### src/rtl/ddc_pkg.sv
// Shared widths and the saturating clamp for the DDC mixer and decimation chain.
// Width helpers only; no registers and no flow control.
// The clamp is width-generic through its argument, so one copy serves every stage.
package ddc_pkg;

  localparam int ADW_DEF = 16;
  localparam int MPR_DEF = 17;
  localparam int OW_DEF  = 24;
  localparam int PW_DEF  = ADW_DEF + MPR_DEF;
  localparam int SH_DEF  = PW_DEF - 1 - OW_DEF;

  // Clamp a sign-extended value to the range of a w-bit signed number.
  function automatic logic signed [63:0] sat_clamp(input logic signed [63:0] v, input int w);
    logic signed [63:0] hi;
    logic signed [63:0] lo;
    hi = (64'sd1 <<< (w - 1)) - 64'sd1;
    lo = -(64'sd1 <<< (w - 1));
    if (v > hi) return hi;
    else if (v < lo) return lo;
    else return v;
  endfunction

endpackage

### src/rtl/ddc_round_sat.sv
// Optional negate, round-half-up by SH bits, then saturate to OW bits.
// Latency: combinational; the parent registers y and sat.
// Backpressure: none; follows whatever the parent presents.
module ddc_round_sat
  import ddc_pkg::*;
#(
  parameter int IW = PW_DEF,
  parameter int OW = OW_DEF,
  parameter int SH = SH_DEF
) (
  input  logic signed [IW-1:0] p,
  input  logic                 neg,
  output logic signed [OW-1:0] y,
  output logic                 sat
);

  // Two guard bits: one makes -(-2^(IW-1)) exact, one absorbs the rounding carry.
  localparam logic signed [IW+1:0] RND = {{(IW+1){1'b0}}, 1'b1} << (SH - 1);

  logic signed [IW+1:0] ext;
  logic signed [IW+1:0] nv;
  logic signed [IW+1:0] sum;
  logic signed [IW+1:0] shv;
  logic signed [63:0]   wide;
  logic signed [63:0]   clamped;

  always_comb begin
    ext     = {{2{p[IW-1]}}, p};
    nv      = neg ? -ext : ext;
    sum     = nv + RND;
    shv     = sum >>> SH;
    wide    = {{(64-IW-2){shv[IW+1]}}, shv};
    clamped = sat_clamp(wide, OW);
    y       = clamped[OW-1:0];
    sat     = (clamped != wide);
  end

endmodule

### src/rtl/ddc_quad_mixer.sv
// Real ADC stream times NCO cos/sin into complex baseband: I = adc*cos, Q = -adc*sin.
// Latency: 3 + ADC_DLY clken cycles from adc_i to i_o/q_o.
// Backpressure: none; clken low freezes the whole pipe, nco_valid low discards samples.
module ddc_quad_mixer
  import ddc_pkg::*;
#(
  parameter int ADW     = ADW_DEF,
  parameter int MPR     = MPR_DEF,
  parameter int OW      = OW_DEF,
  parameter int ADC_DLY = 0
) (
  input  logic                  clk,
  input  logic                  reset,
  input  logic                  clken,
  input  logic signed [ADW-1:0] adc_i,
  input  logic                  adc_valid,
  input  logic signed [MPR-1:0] nco_sin,
  input  logic signed [MPR-1:0] nco_cos,
  input  logic                  nco_valid,
  input  logic                  ovf_clr,
  output logic signed [OW-1:0]  i_o,
  output logic signed [OW-1:0]  q_o,
  output logic                  out_valid,
  output logic                  sat_o,
  output logic                  ovf_sticky
);

  localparam int PW = ADW + MPR;
  localparam int SH = PW - 1 - OW;

  if (SH < 1) begin : g_sh_check
    $error("ddc_quad_mixer: ADW+MPR-1-OW must be at least 1");
  end
  if (ADC_DLY < 0 || ADC_DLY > 15) begin : g_dly_check
    $error("ddc_quad_mixer: ADC_DLY must be within 0..15");
  end

  logic signed [ADW-1:0] adc_d;
  logic                  adc_d_vld;

  if (ADC_DLY == 0) begin : g_nodly
    assign adc_d     = adc_i;
    assign adc_d_vld = adc_valid;
  end else begin : g_dly
    logic signed [ADW-1:0] dly_dat [ADC_DLY];
    logic [ADC_DLY-1:0]    dly_vld;

    always_ff @(posedge clk) begin
      if (reset) begin
        for (int k = 0; k < ADC_DLY; k++) dly_dat[k] <= '0;
        dly_vld <= '0;
      end else if (clken) begin
        dly_dat[0] <= adc_i;
        dly_vld[0] <= adc_valid;
        for (int k = 1; k < ADC_DLY; k++) begin
          dly_dat[k] <= dly_dat[k-1];
          dly_vld[k] <= dly_vld[k-1];
        end
      end
    end

    assign adc_d     = dly_dat[ADC_DLY-1];
    assign adc_d_vld = dly_vld[ADC_DLY-1];
  end

  logic signed [ADW-1:0] s0_adc;
  logic signed [MPR-1:0] s0_sin;
  logic signed [MPR-1:0] s0_cos;
  logic                  v0;
  logic signed [PW-1:0]  p_i;
  logic signed [PW-1:0]  p_q;
  logic                  v1;
  logic signed [PW-1:0]  adc_x;
  logic signed [PW-1:0]  sin_x;
  logic signed [PW-1:0]  cos_x;
  logic signed [OW-1:0]  ri;
  logic signed [OW-1:0]  rq;
  logic                  sat_i;
  logic                  sat_q;
  logic                  sat_nxt;

  // Full product fits PW bits, so truncating the sign-extended multiply is exact.
  assign adc_x   = {{MPR{s0_adc[ADW-1]}}, s0_adc};
  assign sin_x   = {{ADW{s0_sin[MPR-1]}}, s0_sin};
  assign cos_x   = {{ADW{s0_cos[MPR-1]}}, s0_cos};
  assign sat_nxt = v1 & (sat_i | sat_q);

  ddc_round_sat #(.IW(PW), .OW(OW), .SH(SH)) u_rs_i (
    .p   (p_i),
    .neg (1'b0),
    .y   (ri),
    .sat (sat_i)
  );

  ddc_round_sat #(.IW(PW), .OW(OW), .SH(SH)) u_rs_q (
    .p   (p_q),
    .neg (1'b1),
    .y   (rq),
    .sat (sat_q)
  );

  always_ff @(posedge clk) begin
    if (reset) begin
      s0_adc     <= '0;
      s0_sin     <= '0;
      s0_cos     <= '0;
      v0         <= 1'b0;
      p_i        <= '0;
      p_q        <= '0;
      v1         <= 1'b0;
      i_o        <= '0;
      q_o        <= '0;
      sat_o      <= 1'b0;
      out_valid  <= 1'b0;
      ovf_sticky <= 1'b0;
    end else if (clken) begin
      s0_adc     <= adc_d;
      s0_sin     <= nco_sin;
      s0_cos     <= nco_cos;
      v0         <= adc_d_vld & nco_valid;
      p_i        <= adc_x * cos_x;
      p_q        <= adc_x * sin_x;
      v1         <= v0;
      i_o        <= ri;
      q_o        <= rq;
      sat_o      <= sat_nxt;
      out_valid  <= v1;
      // A new saturation wins over a simultaneous clear.
      ovf_sticky <= sat_nxt | (ovf_sticky & ~ovf_clr);
    end
  end

endmodule

### config.mk
export PLATFORM = sky130hd
export DESIGN_NAME = ddc_quad_mixer
export DESIGN_NICKNAME = d
export VERILOG_FILES = /design/src/rtl/ddc_pkg.sv /design/src/rtl/ddc_round_sat.sv /design/src/rtl/ddc_quad_mixer.sv
export SDC_FILE = /design/constraint.sdc
export NUM_CORES = 2
export LEC_CHECK = 0
export ABC_AREA = 1
export BUFFER_PORTS_ARGS = -buffer_cell sky130_fd_sc_hd__buf_2
export CORE_MARGIN = 3
export CORE_UTILIZATION = 40
export DETAILED_ROUTE_END_ITERATION = 10
export SYNTH_ARGS = -nofsm -noshare
export SYNTH_HDL_FRONTEND = slang
export SYNTH_SLANG_ARGS = --single-unit
### constraint.sdc
create_clock -name clk -period 16.2 [get_ports clk]
set_input_delay 2.43 -clock clk [delete_from_list [all_inputs] [get_ports clk]]
set_output_delay 2.43 -clock clk [all_outputs]
set_load 0.01 [all_outputs]
-- Yosys cells after proc, flatten, opt, wreduce, memory -nomap -nowiden
Cells that the tools add are included.
- input bits: 56
- output and inout bits: 51
- register bits after elaboration: 169
- word-level logic and storage cells: 33
- $add $sub $neg: 3
- mux-type cells: 4
- multiply operators: 2
- bitwise logic cells: 6
- equal/unequal tests: 2
- order comparisons: 4
- operators with widths (kind ; count):
    64-bit 2-to-1 mux ; 4
    16-bit by 17-bit multiplier with 33-bit output ; 2
    64-bit by 26-bit != test with 1-bit output ; 1
    64-bit by 27-bit != test with 1-bit output ; 1
    35-bit by 9-bit adder with 35-bit output (second input constant) ; 1
    33-bit negator with 35-bit output ; 1
    33-bit by 9-bit adder with 34-bit output (second input constant) ; 1
    27-bit by 24-bit greater-than comparator with 1-bit output (second input constant) ; 1
    27-bit by 24-bit less-than comparator with 1-bit output (second input constant) ; 1
    26-bit by 24-bit greater-than comparator with 1-bit output (second input constant) ; 1
    26-bit by 24-bit less-than comparator with 1-bit output (second input constant) ; 1
    1-bit bitwise AND ; 3
    1-bit OR ; 2
    1-bit inverter ; 1

-- Logic depth before layout (Yosys ltp)
- depth in word-level cells: 9
- mapped depth: 30
- gate-level depth less buffers: 28

-- Hierarchy
From an unflattened synthesis, not the netlist that was laid out.
- cell total of the unflattened synthesis: 5089
- area total of the unflattened synthesis: 34015.1 sq um
- by module, submodules not included (module ; instances ; cells an instance ; sequential area each (sq um) ; area an instance (sq um)):
    ddc_quad_mixer ; 1 ; 3986 ; 3383.2 ; 28970.3
    ddc_round_sat at u_rs_i ; 1 ; 574 ; 0.0 ; 2528.7
    ddc_round_sat at u_rs_q ; 1 ; 529 ; 0.0 ; 2516.2

-- Least setup slack after synthesis
Ideal clock, no wire load.
- kind: reg-to-reg
- start: register s0_adc[3]
- end: register p_q[29]
- period minus slack after synthesis: 5766 ps
- slack: 10434 ps
- data required time: 16085 ps
- data arrival time: 5650 ps
- stages on the path, launching flop included: 25
- cells stage by stage: dfxtp_1 -> clkbuf_1 -> clkbuf_1 -> nand2_1 -> inv_1 -> fa_1 -> fa_1 -> fa_1 -> fa_1 -> fa_1 -> inv_1 -> fa_1 -> inv_1 -> ha_1 -> a21oi_1 -> o21ai_0 -> a21oi_1 -> nand3_1 -> nand2_1 -> nand3_1 -> nand2_1 -> nand2_1 -> xor2_1 -> o21ai_0 -> inv_1
- word-level cells in the longest chain between the ends: 1
- RTL lines (item ; line ; text):
    start, declared ; ddc_quad_mixer.sv:66 ; logic signed [ADW-1:0] s0_adc;
    start signal, assigned ; ddc_quad_mixer.sv:104 ; s0_adc <= '0;
    start signal, assigned ; ddc_quad_mixer.sv:117 ; s0_adc <= adc_d;
    16-bit by 17-bit multiplier with 33-bit output ; ddc_quad_mixer.sv:122 ; p_q <= adc_x * sin_x;
    end signal, assigned ; ddc_quad_mixer.sv:122 ;
    end, declared ; ddc_quad_mixer.sv:71 ; logic signed [PW-1:0] p_q;
Every way passes these cells.
A chain may end at the register's enable or synchronous reset.

-- Final worst setup path
- start: register s0_adc[5]
- end: register p_q[29]
The elaborated chain is that of the path after synthesis.

==> metrics <==
via count=approximately 23000; synth top area cells=fa_1, inv_1, dfxtp_1, nand2_1, ha_1; clock tree sinks=roughly 160; sw frac=between 50% and 60%; Worst Min Path Start=sat_o$_SDFFE_PP0P_; WP data required=approximately 17 ns; r2r endpoint=p_q[29]$_SDFFE_PP0P_; run status=completed; post-route clock period utilization=between 40% and 50%; final setup violation count=0; clock latency on the worst-skew pair=~0.50 ns; Mapped Avg Cell Area=7.475 um^2; I/O pin cnt=107; post-CTS sizing=0; CP Launch Type=register; clock share of power=a little over an eighth; Die Y=around 280 um; vias in the first global route=between 20000 and 25000; CP max stage delay=about 0.90 ns; critical path fanouts, max=19; Async S/R FF share, synth=0%; Die ar.=76180 um^2; row cnt=98; Hold Path Cell Cnt=2; Tmin final=a little under 7 ns; vias per std cell=4.859; post-synthesis sequential area ratio=11.12%; Placer Congestion=0.9182; # port buffers=approximately 110; Comb pwr share=between 60% and 70%; MaxCap Viol Count=0; yosys warns=0; Synth area leader=fa_1; Slew @ Worst Pin=1.108 ns; postcts setup bufs=0; DRC=0; dominant synthesized flop cell=dfxtp_1; # hold bufs at CTS=0; worst-case clock buffer depth=2; Flop pwr share=about a fifth; WL final=between 70 and 80 mm; most frequent CP cell=fa_1; post-synthesis cell type count=46; Die W=276 um; minimum setup slack among reg-to-reg paths=9.38 ns; post-synthesis cell area=just under 30000 um^2; grt total ovfl=0; Worst Hold End=sat_o$_SDFFE_PP0P_; Synth top area share=37.83%; max-slew violations=0; Critical Path AT=7.19 ns; starting density of the core=40.58%; clock skew=between 0.02 and 0.03 ns; Int Power=roughly 1.4 mW; critical path cell sequence=buf_4, nand2_1, fa_1, inv_1, fa_1, fa_1, fa_1, fa_1, inv_1, fa_1, inv_1, ha_1, nand2_1, nor3_1, nand3_1, nand3_1, nand2_1, nand3_1, nand2_1, nand2_1, xor2_1, o21ai_0, inv_1; Critical Path End Type=register; clk slew on worst S/H paths=roughly 0.080 ns; number of diodes=0; r2r startpoint=s0_adc[5]$_SDFFE_PP0P_; final hold violations=0; Leak=17.82 nW; initial antenna violation count=0; hold crit path type=register to register; All-Layer GR Usage=between 20% and 30%; Worst Path Buf+Inv=5; area of the core=~70000 um^2; DRT iter0 DRCs=1811; first-pass GRT wire length=130.1 mm; Slowest-stage cell, CP=dfxtp_1; Cells after Synth=3901; ANT nets after route=0; Filler cells=about 7500; Syn Nets=roughly 4700; Area Overhead vs Synth=6.217%; number of flops mapped to enable cells by yosys=0; Crit path max-delay family=adder cells; maximum VDD drop=about 0.096 mV; #FFs+latches synth=162; most frequent cell after synthesis=inv_1; RSZ-0062 raised after global routing=false; CP startpoint=s0_adc[5]$_SDFFE_PP0P_; layout cells sized above 1=5.700%; fmax=146.5 MHz; commonest cells in the netlist=inv_1, nand2_1, fa_1, nor2_1, o21ai_0; DR pass1 iterations=7; FF-to-FF path depth=23; CTS tree=built; power consumption=3.148 mW; PwrDens=between 100 and 150 nW/um^2; Routed wire per std cell=16.38 um; nets@finish=~4600; P_sw=roughly 1.7 mW; relative slew slack=around a quarter; Root Driver=clkbuf_16; H-tree levels=4; largest net degree at the start of global routing=between 90 and 100; setup TNS=0 ns; Num CTS Buffers=17; Post-DP HPWL=~61 mm; critical path type=register to register
==> flip-flops by register name (all words and copies together), names as in the netlist <==
register / flops
s0_adc: 16
v0: 1
i_o: 24
s0_sin: 17
sat_o: 1
ovf_sticky: 1
s0_cos: 17
q_o: 24
out_valid: 1
v1: 1
p_i: 26
p_q: 33
==> tightest hold or removal path, stage by stage, from the launching register on <==
cell and delay, ns:
dfxtp_1 0.31, nand2_1 0.06, a21oi_1 0.05
==> metal layers <==
metal / up-vias / routed length [um] / share of wire [%] / global-route usage [%]
li1: 11273 / - / - / -
met1: 11428 / 37860 / 48 / 31.14
met2: 684 / 34490 / 44 / 33.27
met3: 67 / 5655 / 7.2 / 4.180
met4: 0 / 1048 / 1.3 / 3.886
met5: - / 0 / 0 / 0
==> power by group through the flow <==
stage / clock network (mW) / logic (mW) / registers [mW]
after floorplan: 0 / 1.53 / 0.551
after global placement: 0 / 2.08 / 0.606
after detailed placement: 0 / 2.10 / 0.606
after CTS: 0.446 / 2.11 / 0.597
after global routing: 0.455 / 2.43 / 0.611
final: 0.432 / 2.11 / 0.602
==> cells in the final DEF, fill, tap and decap left out, types with 103 or more instances in the layout <==
cell,synthesis,final
a21oi_1,140,140
inv_1,1047,1045
fa_1,551,551
dfxtp_1,162,162
buf_2,6,105
ha_1,168,168
nand3_1,103,103
nand2_1,814,814
o21ai_0,192,192
nor2_1,296,296
==> metrics by stage <==
| stage | area [um^2] | utilization (%) | hold WS, ns | instances | setup WS [ns] |
|---|---|---|---|---|---|
| 3_3_place_gp | 30360 | 42.26 | 0.4553 | 4795 | 9.587 |
| 4_1_cts | 30970 | 43.11 | 0.4659 | 4827 | 9.412 |
| 3_5_place_dp | 30360 | 42.26 | 0.4535 | 4795 | 9.474 |
| 2_1_floorplan | 29160 | - | 0.4495 | 3901 | 10.43 |
| 6_report | 30970 | 43.11 | 0.4631 | 4827 | 9.376 |
| 5_1_grt | 30970 | 43.11 | 0.4877 | 4827 | 8.960 |
==> cell families after synthesis <==
| family | after synthesis | synth area share, % |
|---|---|---|
| and+or+nand+nor | 1299 | 18.05 |
| buffers and inverters | 1238 | 15.96 |
| adders and majority gates | 719 | 45.04 |
| AOI/OAI and AO/OA | 410 | 7.642 |
| DFF | 162 | 11.12 |
| xor gates and xnor gates | 73 | 2.193 |
==> final cells by class <==
| class | instances | area (um^2) | share of cell area (%) |
|---|---|---|---|
| Tap cell | 950 | 1189 | 3.838 |
| Clock buffer | 17 | 425.4 | 1.373 |
| Sequential cell | 162 | 3243 | 10.47 |
| Inverter | 1051 | 3949 | 12.75 |
| Timing Repair Buffer | 131 | 720.7 | 2.327 |
| Clock inverter | 15 | 183.9 | 0.5938 |
| Multi-Input combinational cell | 2501 | 21260 | 68.65 |
==> how the worst max path moves through the flow <==
stage | slack, ns | depth (start not counted) | to
2_1_floorplan | 10.43 | 24 | p_q[29]$_SDFFE_PP0P_
3_5_place_dp | 9.47 | 23 | p_q[29]$_SDFFE_PP0P_
4_1_cts | 9.41 | 23 | p_q[29]$_SDFFE_PP0P_
6_report | 9.38 | 23 | p_q[29]$_SDFFE_PP0P_
3_3_place_gp | 9.59 | 23 | p_q[29]$_SDFFE_PP0P_
5_1_grt | 8.96 | 22 | p_q[27]$_SDFFE_PP0P_
Power figures use the tool's default switching activity.
